<file path="src/rtl/uart_rx_8n1.sv">
// 8N1 UART receiver: resynchronises rs232_rx, validates the start bit at mid-bit,
// shifts in 8 data bits LSB-first and checks the stop bit before committing a byte.
module uart_rx_8n1 #(
  parameter int CLK_FREQ  = 12_000_000,
  parameter int BAUD_RATE = 9600
) (
  input  logic       clk_in,
  input  logic       rst_n_in,
  input  logic       rs232_rx,
  output logic       rx_data_valid,
  output logic [7:0] rx_data_out,
  output logic       rx_frame_err,
  output logic [2:0] rx_state
);

  // BAUD_DIV must be at least 4 so that the half-bit start check is meaningful.
  localparam int BAUD_DIV = CLK_FREQ / BAUD_RATE;
  localparam int HALF_DIV = BAUD_DIV / 2;
  localparam int CNT_W    = ($clog2(BAUD_DIV) < 16) ? 16 : $clog2(BAUD_DIV);
  localparam logic [CNT_W-1:0] HALF_LAST = CNT_W'(HALF_DIV - 1);
  localparam logic [CNT_W-1:0] BAUD_LAST = CNT_W'(BAUD_DIV - 1);

  typedef enum logic [2:0] {
    S_IDLE  = 3'd0,
    S_START = 3'd1,
    S_DATA  = 3'd2,
    S_STOP  = 3'd3,
    S_BREAK = 3'd4
  } state_t;

  logic             rx_meta, rx_s, rx_d;
  state_t           state, state_n;
  logic [CNT_W-1:0] cnt, cnt_n;
  logic [2:0]       bit_idx, bit_idx_n;
  logic [7:0]       shift, shift_n;
  logic [7:0]       data_n;
  logic             valid_n, err_n;

  // Output handshake: rx_data_valid is a one-cycle strobe with no backpressure;
  // rx_data_out is stable from that edge until the next good frame.
  assign rx_state = state;

  always_ff @(posedge clk_in or negedge rst_n_in) begin
    if (!rst_n_in) begin
      rx_meta       <= 1'b1;
      rx_s          <= 1'b1;
      rx_d          <= 1'b1;
      state         <= S_IDLE;
      cnt           <= '0;
      bit_idx       <= '0;
      shift         <= '0;
      rx_data_out   <= '0;
      rx_data_valid <= 1'b0;
      rx_frame_err  <= 1'b0;
    end else begin
      rx_meta       <= rs232_rx;
      rx_s          <= rx_meta;
      rx_d          <= rx_s;
      state         <= state_n;
      cnt           <= cnt_n;
      bit_idx       <= bit_idx_n;
      shift         <= shift_n;
      rx_data_out   <= data_n;
      rx_data_valid <= valid_n;
      rx_frame_err  <= err_n;
    end
  end

  always_comb begin
    state_n   = state;
    cnt_n     = cnt;
    bit_idx_n = bit_idx;
    shift_n   = shift;
    data_n    = rx_data_out;
    valid_n   = 1'b0;
    err_n     = 1'b0;
    case (state)
      S_IDLE: begin
        if (rx_d && !rx_s) begin
          state_n = S_START;
          cnt_n   = '0;
        end
      end
      S_START: begin
        if (cnt == HALF_LAST) begin
          cnt_n = '0;
          if (!rx_s) begin
            state_n   = S_DATA;
            bit_idx_n = '0;
          end else begin
            state_n = S_IDLE;
          end
        end else begin
          cnt_n = cnt + CNT_W'(1);
        end
      end
      S_DATA: begin
        if (cnt == BAUD_LAST) begin
          cnt_n   = '0;
          shift_n = {rx_s, shift[7:1]};
          if (bit_idx == 3'd7) state_n = S_STOP;
          else                 bit_idx_n = bit_idx + 3'd1;
        end else begin
          cnt_n = cnt + CNT_W'(1);
        end
      end
      S_STOP: begin
        if (cnt == BAUD_LAST) begin
          cnt_n = '0;
          if (rx_s) begin
            data_n  = shift;
            valid_n = 1'b1;
            state_n = S_IDLE;
          end else begin
            err_n   = 1'b1;
            state_n = S_BREAK;
          end
        end else begin
          cnt_n = cnt + CNT_W'(1);
        end
      end
      // Leave only once the line is released, so a held-low line makes no frames.
      S_BREAK: begin
        if (rx_s) state_n = S_IDLE;
      end
      default: state_n = S_IDLE;
    endcase
  end

endmodule

</file>
<file path="config.mk">
export PLATFORM = sky130hd
export DESIGN_NAME = uart_rx_8n1
export DESIGN_NICKNAME = d
export VERILOG_FILES = /design/src/rtl/uart_rx_8n1.sv
export SDC_FILE = /design/constraint.sdc
export NUM_CORES = 1
export LEC_CHECK = 0
export CORE_MARGIN = 1
export CORE_UTILIZATION = 46
export CTS_CLUSTER_DIAMETER = 150
export DETAILED_ROUTE_END_ITERATION = 12
export PLACE_DENSITY = 0.76
export SLEW_MARGIN = 20
export SYNTH_ARGS = -nofsm -noshare
export SYNTH_HDL_FRONTEND = slang
export SYNTH_SLANG_ARGS = --single-unit
</file>
<file path="constraint.sdc">
create_clock -name clk_in -period 3.5 [get_ports clk_in]
set_clock_uncertainty 0.1 [all_clocks]
set_input_delay 0.35 -clock clk_in [delete_from_list [all_inputs] [get_ports clk_in]]
set_output_delay 0.35 -clock clk_in [all_outputs]
set_load 0.05 [all_outputs]
</file>
# After elaboration in Yosys (flattened, before gate mapping)
# Cells that the tools add are included.
[word_totals]
register_bits = 43
out_inout_bits = 13
[op_classes]
n_addsub = 2
n_eq_ne = 15
n_mux = 24
n_reduce_logical = 11
[ops]
columns = ["cell", "count"]
rows = [
  ["$mux 16", 3],
  ["$pmux 16 s3", 1],
  ["$mux 3", 11],
  ["$add 16x1->16 const B", 1],
  ["$eq 16x10->1 const B", 1],
  ["$eq 16x11->1 const B", 1],
  ["$ne 2x2->1 const B", 8],
  ["$pmux 3 s5", 1],
  ["$eq 3x2->1 const B", 2],
  ["$eq 3x3->1 const B", 2],
  ["$mux 1", 6],
  ["$pmux 3 s2", 1],
  ["$reduce_and 6->1", 1],
  ["$reduce_and 5->1", 1],
  ["$reduce_and 2->1", 2],
  ["$add 3x1->3 const B", 1],
  ["$eq 3x1->1 const B", 1],
  ["$logic_not 3->1", 1],
  ["$reduce_and 3->1", 1],
  ["$reduce_bool 3->1", 1],
  ["$mux 2", 1],
  ["$reduce_bool 2->1", 1],
  ["$reduce_or 2->1", 1],
  ["$logic_and 1x1->1", 1],
  ["$logic_not 1->1", 1],
]

# Depth between registers and ports, before layout
# Gate-level depths: netlist of the first run.
[depth]
ltp_word = 4
depth_mapped = 10
ltp_nobuf = 7

# Worst setup path before layout of the first run
# OpenSTA, ideal clock, no wires.
[synth_timing]
path_type = "register to register"
from = "register cnt[1]"
to = "register state[0] (netlist: rx_state[0])"
setup_time_ps = 74
arrival_ps = 2441
setup_slack_ps = 885
stages_incl_launch_ff = 10
n_path_buf = 2
path_cell_list = "dfrtp_1 > inv_1 > ha_1 > or4bb_1 > or4b_1 > buf_2 > nor2b_4 > buf_6 > or4_4 > o21ai_2"
[synth_via]
elab_chain_len = 3
elab_cells_between_ends = 6
classes_between = "eq/ne: 5; reduce/logical: 1"
[synth_rtl]
columns = ["item", "line", "text"]
rows = [
  ["from (decl)", "33", "logic [CNT_W-1:0] cnt, cnt_n;"],
  ["from (signal assigned)", "60", "cnt <= cnt_n;"],
  ["$eq 16x11->1 or $eq 16x10->1 (tied branches)", "98, 108, 85", ""],
  ["$ne 2x2->1 (no line)", "n/a", ""],
  ["$reduce_and 6->1 (no line) *", "n/a", ""],
  ["to (signal assigned)", "59", "state <= state_n;"],
  ["to (decl)", "32", "state_t state, state_n;"],
]
# Mark *: on every way between the ends. The rest lies on a longest branch, timed or not.
# A chain may end at the register's enable or synchronous reset.

# Worst setup path in the final report of the first run
[layout_timing]
from = "register cnt[1]"
to = "register cnt[11]"
[layout_via]
elab_chain_len = 3
elab_cells_between_ends = 6
classes_between = "add/sub: 1; eq/ne: 2; mux: 3"
[layout_rtl]
columns = ["item", "line", "text"]
rows = [
  ["$add 16x1->16 (tied with other cells)", "94, 104, 119", ""],
  ["$mux 16 (on tied branches)", "98, 108, 85", ""],
  ["$pmux 16 s3 *", "77", "case (state)"],
]
# Marks and branches as above.

==> results of run 1 <==
worst max-delay path by stage:
stage,from,end,slack (ns),cells past startpoint
finish,cnt[1],cnt[11],0.67,8
global route,cnt[1],cnt[11],0.52,8
CTS,cnt[1],cnt[6],0.68,8
detailed placement,cnt[1],cnt[14],0.69,8
global placement,cnt[1],cnt[3],0.78,8
floorplan,cnt[1],rx_state[0],0.89,9
cells in the mapped netlist, drive strengths merged:
master	count	area [um2]
and2	1	6.26
nand4	5	31.3
nor2b	3	26.3
mux2	16	180
o22ai	7	43.8
and4	3	26.3
o21a	1	7.51
nand2b	4	25.0
o211ai	9	67.6
or4b	1	10.0
a21oi	4	20.0
or4	4	33.8
a22oi	2	15.0
buf	3	21.3
nand2	36	135
clkbuf	7	26.3
a21o	1	7.51
nand3	6	35.0
nor2	15	56.3
o21ai	10	53.8
ha	5	62.6
or4bb	1	11.3
dfrtp	40	1000
dfstp	3	78.8
mux2i	1	10.0
and3	2	12.5
inv	8	30.0
o221ai	2	17.5
nor3	5	36.3
or3	3	18.8
nor4	4	25.0
o31a	2	17.5
logic make-up after synthesis:
family / count (synthesis) / share of synthesized area (%)
AOI/OAI and AO/OA: 38 / 11.6
and+or+nand+nor: 93 / 22.8
DFF: 43 / 50.2
muxes: 17 / 8.85
buffers and inverters: 18 / 3.61
adders and majority gates: 5 / 2.91
metrics by stage:
stage	power (mW)	utilization (%)	instance area [um2]	std cells
2_1_floorplan	0.851	-	2150	214
3_5_place_dp	0.942	52.7	2330	273
5_1_grt	1.40	55.3	2440	281
6_report	1.32	55.3	2440	281
3_3_place_gp	0.929	52.7	2330	273
4_1_cts	1.33	55.3	2440	281
flip-flops by register name (all words and copies together) (netlist names):
| signal | count |
|---|---|
| shift | 8 |
| rx_data_out | 8 |
| rx_d | 1 |
| bit_idx | 3 |
| cnt | 16 |
| rx_state | 3 |
| rx_meta | 1 |
| rx_data_valid | 1 |
| rx_frame_err | 1 |
| rx_s | 1 |
metal layers:
layer / wire, um / GRT usage (%) / up-vias
met2: 2000 / 30.2 / 29
met3: 127 / 3.90 / 7
met1: 1950 / 24.2 / 794
li1: - / - / 793
met4: 64 / 6.89 / 0
met5: 0 / 0 / -
power groups by stage:
stage                     combinational (mW)  clock (mW)  sequential [mW]
after floorplan                        0.232           0            0.619
after global placement                 0.322           0            0.607
after detailed placement               0.332           0            0.610
after CTS                              0.333       0.398            0.600
after global routing                   0.377       0.414            0.610
final                                  0.331       0.384            0.601
layout make-up:
type | instances | area, um2 | area share (%)
Clock buffer | 5 | 68.8 | 2.82
Clock inverter | 3 | 43.8 | 1.79
Inverter | 8 | 30.0 | 1.23
Multi-Input combinational cell | 153 | 992 | 40.7
Sequential cell | 43 | 1080 | 44.3
Tap cell | 52 | 65.1 | 2.67
Timing Repair Buffer | 17 | 160 | 6.56
==> results.txt, run 1 <==
- First-pass GRT wire length: 7270 um
- For this run, the detailed router's first-pass iteration total came to 4.
- In this run, post-CTS repair resized a total of 0 instances.
* Depth of the most critical reg-to-reg path: 8
* Final setup violation count: 0
- Warnings from Yosys: 0
- Switching power as a share of total power: 35.3%
- FF+latch count, synth: 43
- After detailed routing, the average wire length per cell comes to 14.7 um.
- Share of power burned in combinational logic: 25.1%
* Unrepaired setup endpoints after global routing: false
* CTS tree: done
* Total via count after detailed routing: 1623
- Hold-fix buffers at CTS: 0
- Pwr dens: 539 nW/um2
- Via-to-Cell Ratio: 5.78
- After the first detailed-routing iteration, the DRC count stood at 97.
* Placement-stage worst setup slack: 0.688 ns
* Die footprint: 4950 um2
* Horizontal die dimension: 70.4 um
- Of the cells placed in the final design, the portion with a size suffix greater than 1 is 15.3%.
- Run status: finished clean
- Leak Pwr: 1.10 nW
- Share of total power in sequential cells: 45.7%
- Static timing analysis puts the maximum clock frequency at 354 MHz.
* Cell area after synthesis: 2150 um2
- Routed WL: 4140 um
- Slowest stage cell on the critical path: sky130_fd_sc_hd__or4b_1
- Post-route fraction of the period consumed by the critical path: 80.7%
* Worst path bufs/invs: 2
- Most common library cell in the layout ignoring fill and taps: sky130_fd_sc_hd__dfrtp_1
* Maximum fanout along the worst path: 17
* Minimum period implied by the final worst setup slack: 2.83 ns
* Post-CTS setup buffer count: 0
- Total DRC errors in the routed layout: 0
* CTS clock-pin slew for the worst setup and hold paths: 0.08 ns
- Post-Synthesis Mean Instance Area: 10.0 um2
- NetSw: 465 uW
* Worst setup SP type: flip-flop
- Gate count after technology mapping: 214
* MaxCap Viol Count: 0
* Arrival time of the worst setup path: 2.90 ns
- Class of the tightest hold or removal check: input port to async pin
* Worst vdd rail ir drop: 267 uV
- Relative contribution of the clock network to total power: 29.2%
- Final-report max-slew violation count: 0
* Critical Path Max Stage Delay: 0.62 ns
* Most used cells in the layout excluding fill and tap cells: 40 x sky130_fd_sc_hd__dfrtp_1, 36 x sky130_fd_sc_hd__nand2_1, 16 x sky130_fd_sc_hd__mux2_2
- Number of rows in the core area: 24
- CTS Root Cell: sky130_fd_sc_hd__clkbuf_8
* Worst Hold Margin: 0.0966 ns
* Setup ws final: 0.675 ns
- Buffers inserted during clock tree synthesis total 5.
- The critical path in this run is classified as flip-flop to flip-flop.
* Critical-path cell list: inv_1 -> ha_1 -> or4bb_1 -> or4b_1 -> nor2b_4 -> nor2_1 -> buf_4 -> o211ai_1
- Measured against its own limit, the worst slew margin works out to 36.9%.
- Counting distinct cell types in the post-synthesis netlist gives 38.
* Total negative slack: 0 ns
- The total area inside the core boundary comes to 4410 um2.
* Clk Latency, worst-skew pair: 0.29 ns
- From synthesis to final layout, the design area changed by 13.5%.
- Post-route ant nets: 0
- Sequential element share of the synthesized area: 50.2%
* Input/output buffers: 15
* Number of sinks driven by the clock tree: 43
* Final net count: 236
- For the worst setup path, the data required time is 3.57 ns.
- Pin count of the biggest net entering global routing: 44
- Antenna diode instance count: 0
- Number of failing hold endpoints at the final stage: 0
* Launching point of the worst reg2reg path: cnt[1]
- From bottom edge to top edge, the die measures 70.4 um.
* Initial standard-cell utilization of the core: 48.7%
- GRT overflow: 0
- The number of global-route vias before repair was 1629.
- The worst register-to-register path has a setup slack of 0.67 ns.
- When the netlist entered floorplanning its net count stood at 222.
* Clk buf depth: 2
* Endpoint of the most critical register-to-register path: cnt[11]
* Count of pins on the block boundary: 16
- Total number of H-tree levels: 2
- Final HPWL from detailed placement: 2820 um
- For the pin with the worst max-slew slack, the measured transition is 0.947 ns.
- The congestion estimate from routability-driven global placement came to 0.797.
- Fillers: 398
- The worst setup path is captured at a flip-flop.
* Internal power: 851 uW
- Number of antenna violations at the first check in global routing: 0
* Cell type group with the largest total delay on the critical path: simple AND/OR/NAND/NOR gates
* Aggregate global-route resource usage: 18.5%
Power figures use the tool's default switching activity.
==> inputs of run 2 (changes only) <==
- clock period: 3.5 -> 2.9 ns (I/O delays scaled with it)
==> results.txt, run 2 (synthesized netlist as in run 1, its figures left out) <==
- Final setup violation count: 0 (unchanged)
* Detail-routed net length per standard cell: 14.4 um (-2.1%)
- Maximum fanout along the worst path: 9 (-8)
- Final weighted congestion of routability-driven global placement: 0.831 (+4.3%)
* Most used cells in the layout excluding fill and tap cells: 40 x sky130_fd_sc_hd__dfrtp_1, 36 x sky130_fd_sc_hd__nand2_1, 16 x sky130_fd_sc_hd__mux2_2
* Number of antenna violations at the first check in global routing: 0 (unchanged)
- Design area: 2470 um2 (+1.2%)
* Die boundary height: 70.4 um (unchanged)
- Worst setup SP type: flip-flop
- The total leakage power came to 1.12 nW (+1.4%).
* Total number of H-tree levels: 2 (unchanged)
- Launching point of the worst reg2reg path: cnt[1]
- The average via count per standard cell is 5.81 (+0.65%).
- Count of pins on the block boundary: 16 (unchanged)
- The net switching power is 573 uW (+23%).
- The DRC violation count after routing came to 0 (unchanged).
* Total negative slack: 0 ns (unchanged)
- Sum of internal, switching and leakage power: 1.61 mW (+23%)
- Critical-path cell list: inv_1 -> ha_1 -> or4bb_1 -> or4b_1 -> nor2_1 -> nand3_4 -> mux2_2
- GRT overflow: 0 (unchanged)
- Slowest stage cell on the critical path: sky130_fd_sc_hd__or4b_1
- Area Overhead vs Synth: 14.9%
- Critical Path Max Stage Delay: 0.63 ns (about the same)
- The clock transition at the registers of the reported paths came to 0.08 ns (about the same).
* Required time worst endpoint: 2.99 ns (-0.58 ns)
* Flip-flop count of the largest register after layout: 16 (unchanged)
- TritonCTS built the clock tree.
- The number of nets in the final layout came to 239 (+1.3%).
* Core Footprint: 4410 um2 (unchanged)
- The worst setup path is captured at a flip-flop.
- Post-route ant nets: 0 (unchanged)
- The total count of max-transition violations in the final report is 0 (unchanged).
- Largest registers ranked by flip-flop count: cnt x16, rx_data_out x8, shift x8
- CTS buffer count: 5 (unchanged)
* Number of rows in the core area: 24 (unchanged)
* Relative contribution of the clock network to total power: 28.9% (-0.3 points)
- The initial standard-cell utilization of the core is 48.7% (unchanged).
* Clk buf depth: 2 (unchanged)
- Transition at the pin with the smallest max-transition slack: 0.922 ns (-0.0250 ns)
- The die boundary width came to 70.4 um (unchanged).
- The arrival time reported for the critical path endpoint came to 2.86 ns (-0.04 ns).
* Final HPWL from detailed placement: 2830 um (+0.61%)
- Minimum period implied by the final worst setup slack: 2.78 ns (-0.0499 ns)
- The count of cells resized by post-cts repair came to 0 (unchanged).
* Worst setup path start: cnt[1]
* Pwr dens: 654 nW/um2 (+21%)
- Most common library cell in the layout ignoring fill and taps: sky130_fd_sc_hd__dfrtp_1
- CTS Root Cell: sky130_fd_sc_hd__clkbuf_8
- The critical path is of the flip-flop to flip-flop type.
* Die footprint: 4950 um2 (unchanged)
* Number of sinks driven by the clock tree: 43 (unchanged)
* Internal power: 1.04 mW (+22%)
- Share of total power in sequential cells: 44.7% (-1.0 points)
- The switching part of the total power was 35.5% (+0.16 points).
- Hold-fix buffers at CTS: 0 (unchanged)
- The count of antenna diodes in the layout is 0 (unchanged).
- The run finished with clean final reports.
* First-pass iteration count of the detailed router: 4 (unchanged)
- More flip-flops sit in one register than any other, and that register is cnt.
* MaxCap Viol Count: 0 (unchanged)
* Initial DRC Count: 164 (+69%)
* Input/output buffers: 15 (unchanged)
- Number of global-route vias before repair: 1499 (-8.0%)
- The count of buffers added by post-CTS timing repair for setup was 0 (unchanged).
* Worst vdd rail ir drop: 344 uV (+29%)
- Worst max-slew margin expressed relative to the limit: 38.5% (+1.7 points)
- Class of the tightest hold or removal check: input port to async pin
* Max Freq: 360 MHz (+1.8%)
- The maximum number of pins on one net before global-route repair came to 44 (unchanged).
* Aggregate global-route resource usage: 18.5% (-0.058 points)
- The share of cells above drive strength 1 was 16.4% (+1.1 points).
- The via count of the routed design was 1651 (+1.7%).
- The clock latency on the worst-skew pair is 0.30 ns (about the same).
* Number of failing hold endpoints at the final stage: 0 (unchanged)
* First-pass GRT wire length: 7220 um (-0.76%)
- Routed WL: 4090 um (-1.0%)
* Placed inst area: 2350 um2 (+0.97%)
- The power share of the combinational group was 26.4% (+1.3 points).
* Post-route fraction of the period consumed by the critical path: 95.7% (+15 points)
## run 2: changes by cell type in the layout (fill, tap and decap cells not counted)
| cell | before | now |
|---|---|---|
| sky130_fd_sc_hd__buf_4 | 2 | 5 |
| sky130_fd_sc_hd__nand3_2 | 1 | 0 |
| sky130_fd_sc_hd__nand3_4 | 0 | 1 |
## run 2: through the flow
stage                     hold WS (ns)  util [%]  std cells  setup slack (ns)
after detailed placement         0.252      53.2        276             0.130
final                           0.0225      56.0        284             0.125
after global routing             0.106      56.0        284           -0.0131
after floorplan                 -0.106         -        214             0.285
after CTS                       0.0602      55.8        284             0.128
after global placement           0.245      53.2        276             0.220
## run 2: worst paths after layout
check | end | slack (ns) | cells after the start
min in group clk_in | rx_s | 0.27 | 0
max in group asynchronous | cnt[4] | 2.11 | 1
worst min-delay path | cnt[8] | 0.02 | 1
worst max register to register | rx_data_out[4] | 0.12 | 7
worst max-delay path | rx_data_out[4] | 0.12 | 7
worst min register to register | rx_s | 0.27 | 0
## run 2: worst max-delay path, delay by kind of cell, from the launching register on
family | cells | cell delay (ns)
multiplexers | 1 | 0.33
buffers and inverters | 1 | 0.10
flip-flops | 1 | 0.44
adder cells (fa/ha/maj) | 1 | 0.13
AND/OR/NAND/NOR | 4 | 1.56
## run 2: layout make-up
class                   count  area (um2)
clock buffers               5        68.8
clock inverters             3        43.8
fillers                   385        1940
inverters                   8        30.0
multi-input cells         153        1000
flip-flops and latches     43        1080
well taps                  52        65.1
repair buffers             20         183
## run 2: routing by layer
metal | share of wire, % | global-route usage [%] | wire length [um] | vias to the layer above
met1 | 47 | 26.5 | 1940 | 817
met2 | 48 | 27.5 | 1960 | 25
met4 | 1.3 | 6.00 | 55 | 0
met5 | 0 | 0 | 0 | -
li1 | - | - | - | 803
met3 | 3.2 | 4.33 | 130 | 6
## run 2: power groups by stage
stage	sequential [mW]	combinational, mW	clock [mW]
3_3_place_gp	0.724	0.414	0
3_5_place_dp	0.731	0.426	0
6_report	0.722	0.426	0.467
5_1_grt	0.733	0.475	0.505
2_1_floorplan	0.747	0.280	0
4_1_cts	0.719	0.427	0.479
==> inputs of run 3 (changes only) <==
- SETUP_SLACK_MARGIN: unset -> 0.02
==> results.txt, run 3 (synthesized netlist as in run 1, its figures left out) <==
- Critical Path Max Stage Delay: 0.62 ns (about the same)
- The number of search-and-repair iterations in the first detailed-routing pass is 4 (unchanged).
- The average via count per standard cell is 5.79 (-0.47%).
- Worst setup SP type: flip-flop
* Total number of H-tree levels: 2 (unchanged)
- Transition at the pin with the smallest max-transition slack: 0.927 ns (+0.00446 ns)
* Class of the tightest hold or removal check: input port to async pin
* Final net count: 240 (+0.42%)
* Arrival time of the worst setup path: 2.88 ns (+0.02 ns)
- Slowest stage cell on the critical path: sky130_fd_sc_hd__or4b_1
* Sequential cell area: 1080 um2 (unchanged)
- CTS clock-pin slew for the worst setup and hold paths: 0.08 ns (about the same)
- Final HPWL from detailed placement: 2830 um (unchanged)
- The critical path is of the flip-flop to flip-flop type.
- Number of failing hold endpoints at the final stage: 0 (unchanged)
* Final setup violation count: 0 (unchanged)
- The required time of the worst setup path was 2.99 ns (about the same).
- Core Footprint: 4410 um2 (unchanged)
- Placed instance count: 276 (unchanged)
* Pin count of the biggest net entering global routing: 44 (unchanged)
* Setup ws final: 0.104 ns (-0.0209 ns)
- Area Overhead vs Synth: 15.8%
- The total congestion overflow is 0 (unchanged).
- The number of input and output port buffers inserted was 15 (unchanged).
- Post-route fraction of the period consumed by the critical path: 96.4% (+0.72 points)
* Max Freq: 358 MHz (-0.75%)
- The weighted congestion at the end of routability-driven global placement is 0.831 (unchanged).
* Worst vdd rail ir drop: 343 uV (-0.30%)
- The layout filler cell count is 385 (unchanged).
- The maximum buffer depth of the clock tree was 2 (unchanged).
* Most used cells in the layout excluding fill and tap cells: 40 x sky130_fd_sc_hd__dfrtp_1, 36 x sky130_fd_sc_hd__nand2_1, 16 x sky130_fd_sc_hd__mux2_2
- Worst max-slew margin expressed relative to the limit: 38.2% (-0.30 points)
* Routed WL: 4150 um (+1.4%)
- Total DRC errors in the routed layout: 0 (unchanged)
- CTS tree: done
* Placement-stage worst setup slack: 0.130 ns (unchanged)
- The count of pins on the block boundary was 16 (unchanged).
* Initial DRC Count: 130 (-21%)
- Most common library cell in the layout ignoring fill and taps: sky130_fd_sc_hd__dfrtp_1
- The number of nets with antenna violations after detailed routing came to 0 (unchanged).
- The y dimension of the die came to 70.4 um (unchanged).
- Number of sinks driven by the clock tree: 43 (unchanged)
* Clk Latency, worst-skew pair: 0.30 ns (about the same)
- The total CTS buffers came to 5 (unchanged).
- The critical path starts at cnt[1].
- Horizontal die dimension: 70.4 um (unchanged)
- Antenna diode instance count: 0 (unchanged)
* Die footprint: 4950 um2 (unchanged)
- The post-layout total power came to 1.62 mW (+0.11%).
- Run status: finished clean
* Critical-path cell list: inv_1 -> ha_1 -> or4bb_1 -> or4b_1 -> nor2_1 -> nand3_4 -> mux2_2
- Hold-fix buffers at CTS: 0 (unchanged)
- Leak Pwr: 1.13 nW (+0.73%)
* Detail-routed net length per standard cell: 14.6 um (+1.0%)
* Area used by multi-input combinational logic: 1000 um2 (unchanged)
- Kind of end point of the critical path: flip-flop
- First-pass GRT wire length: 7220 um (unchanged)
- CTS placed an instance of sky130_fd_sc_hd__clkbuf_8 at the clock tree root.
- The power density of the placed cells is 649 nW/um2 (-0.70%).
* Aggregate global-route resource usage: 18.5% (unchanged)
* Final-report max-slew violation count: 0 (unchanged)
* Layout cell share with drive strength beyond 1: 16.7% (+0.36 points)
- Largest registers ranked by flip-flop count: cnt x16, rx_data_out x8, shift x8
- The initial standard-cell utilization of the core came to 48.7% (unchanged).
* Total via count after detailed routing: 1649 (-0.12%)
- More flip-flops sit in one register than any other, and that register is cnt.
- Setup repair after global routing could not meet its margin everywhere.
- Launching point of the worst reg2reg path: cnt[1]
- The count of non-filler cells in the finished layout is 285 (+0.35%).
* MaxCap Viol Count: 0 (unchanged)
* Maximum fanout along the worst path: 9 (unchanged)
* Number of rows in the core area: 24 (unchanged)
- The initial antenna violation count is 0 (unchanged).
- The clock period minus worst slack is 2.80 ns (+0.0209 ns).
* Number of global-route vias before repair: 1499 (unchanged)
- The flip-flop count of the largest register after layout came to 16 (unchanged).
run 3: cell count changes in the layout (fill, tap and decap cells not counted), sizes merged:
cell / before / now
buf: 6 / 7
run 3: path summary, 6_finish.rpt:
path,to,slack [ns],depth (start not counted)
min in group clk_in,rx_s,0.27,0
max in group asynchronous,cnt[4],2.10,1
min,cnt[8],0.02,1
min reg2reg,rx_s,0.27,0
max,rx_data_out[4],0.10,7
max reg2reg,rx_data_out[4],0.10,7
run 3: layout make-up:
| type | count | area share (%) |
|---|---|---|
| clock buffers | 5 | 2.76 |
| clock inverters | 3 | 1.76 |
| inverters | 8 | 1.21 |
| multi-input cells | 153 | 40.2 |
| flip-flops and latches | 43 | 43.4 |
| well taps | 52 | 2.61 |
| repair buffers | 21 | 8.14 |
run 3: worst max-delay path: cells and delay by family, from the launching register on:
family,cells,cell delay (ns)
fa+ha+maj,1,0.13
mux,1,0.33
buf+inv,1,0.10
flops,1,0.44
simple gates,4,1.58
run 3: power breakdown:
part           internal [mW]  switching (mW)
Sequential             0.645          0.0776
Combinational          0.140           0.286
Clock                  0.256           0.211
Total                   1.04           0.575
run 3: routing by layer:
layer  vias to the layer above  share of wire, %  track usage, %  wire length [um]
met5                         -                 0               0                 0
met4                         0               1.2            6.00                51
met3                         5               4.2            4.33               174
met2                        36                48            27.5              2000
met1                       805                46            26.5              1920
li1                        803                 -               -                 -
run 3: metrics by stage:
step                hold WS (ns)  area [um2]  TNS [ns]  utilization [%]
global placement           0.245        2350         0             53.2
global route               0.106        2490    -0.506             56.4
CTS                       0.0602        2460         0             55.8
finish                    0.0238        2490         0             56.4
floorplan                 -0.106        2150         0                -
detailed placement         0.252        2350         0             53.2
run 3: timing repair:
| action | 4_1_cts | 5_1_grt |
|---|---|---|
| endpoints found under the setup margin | 0 | 15 |
| buffers inserted | 0 | 1 |
| gates resized for setup | 0 | 1 |
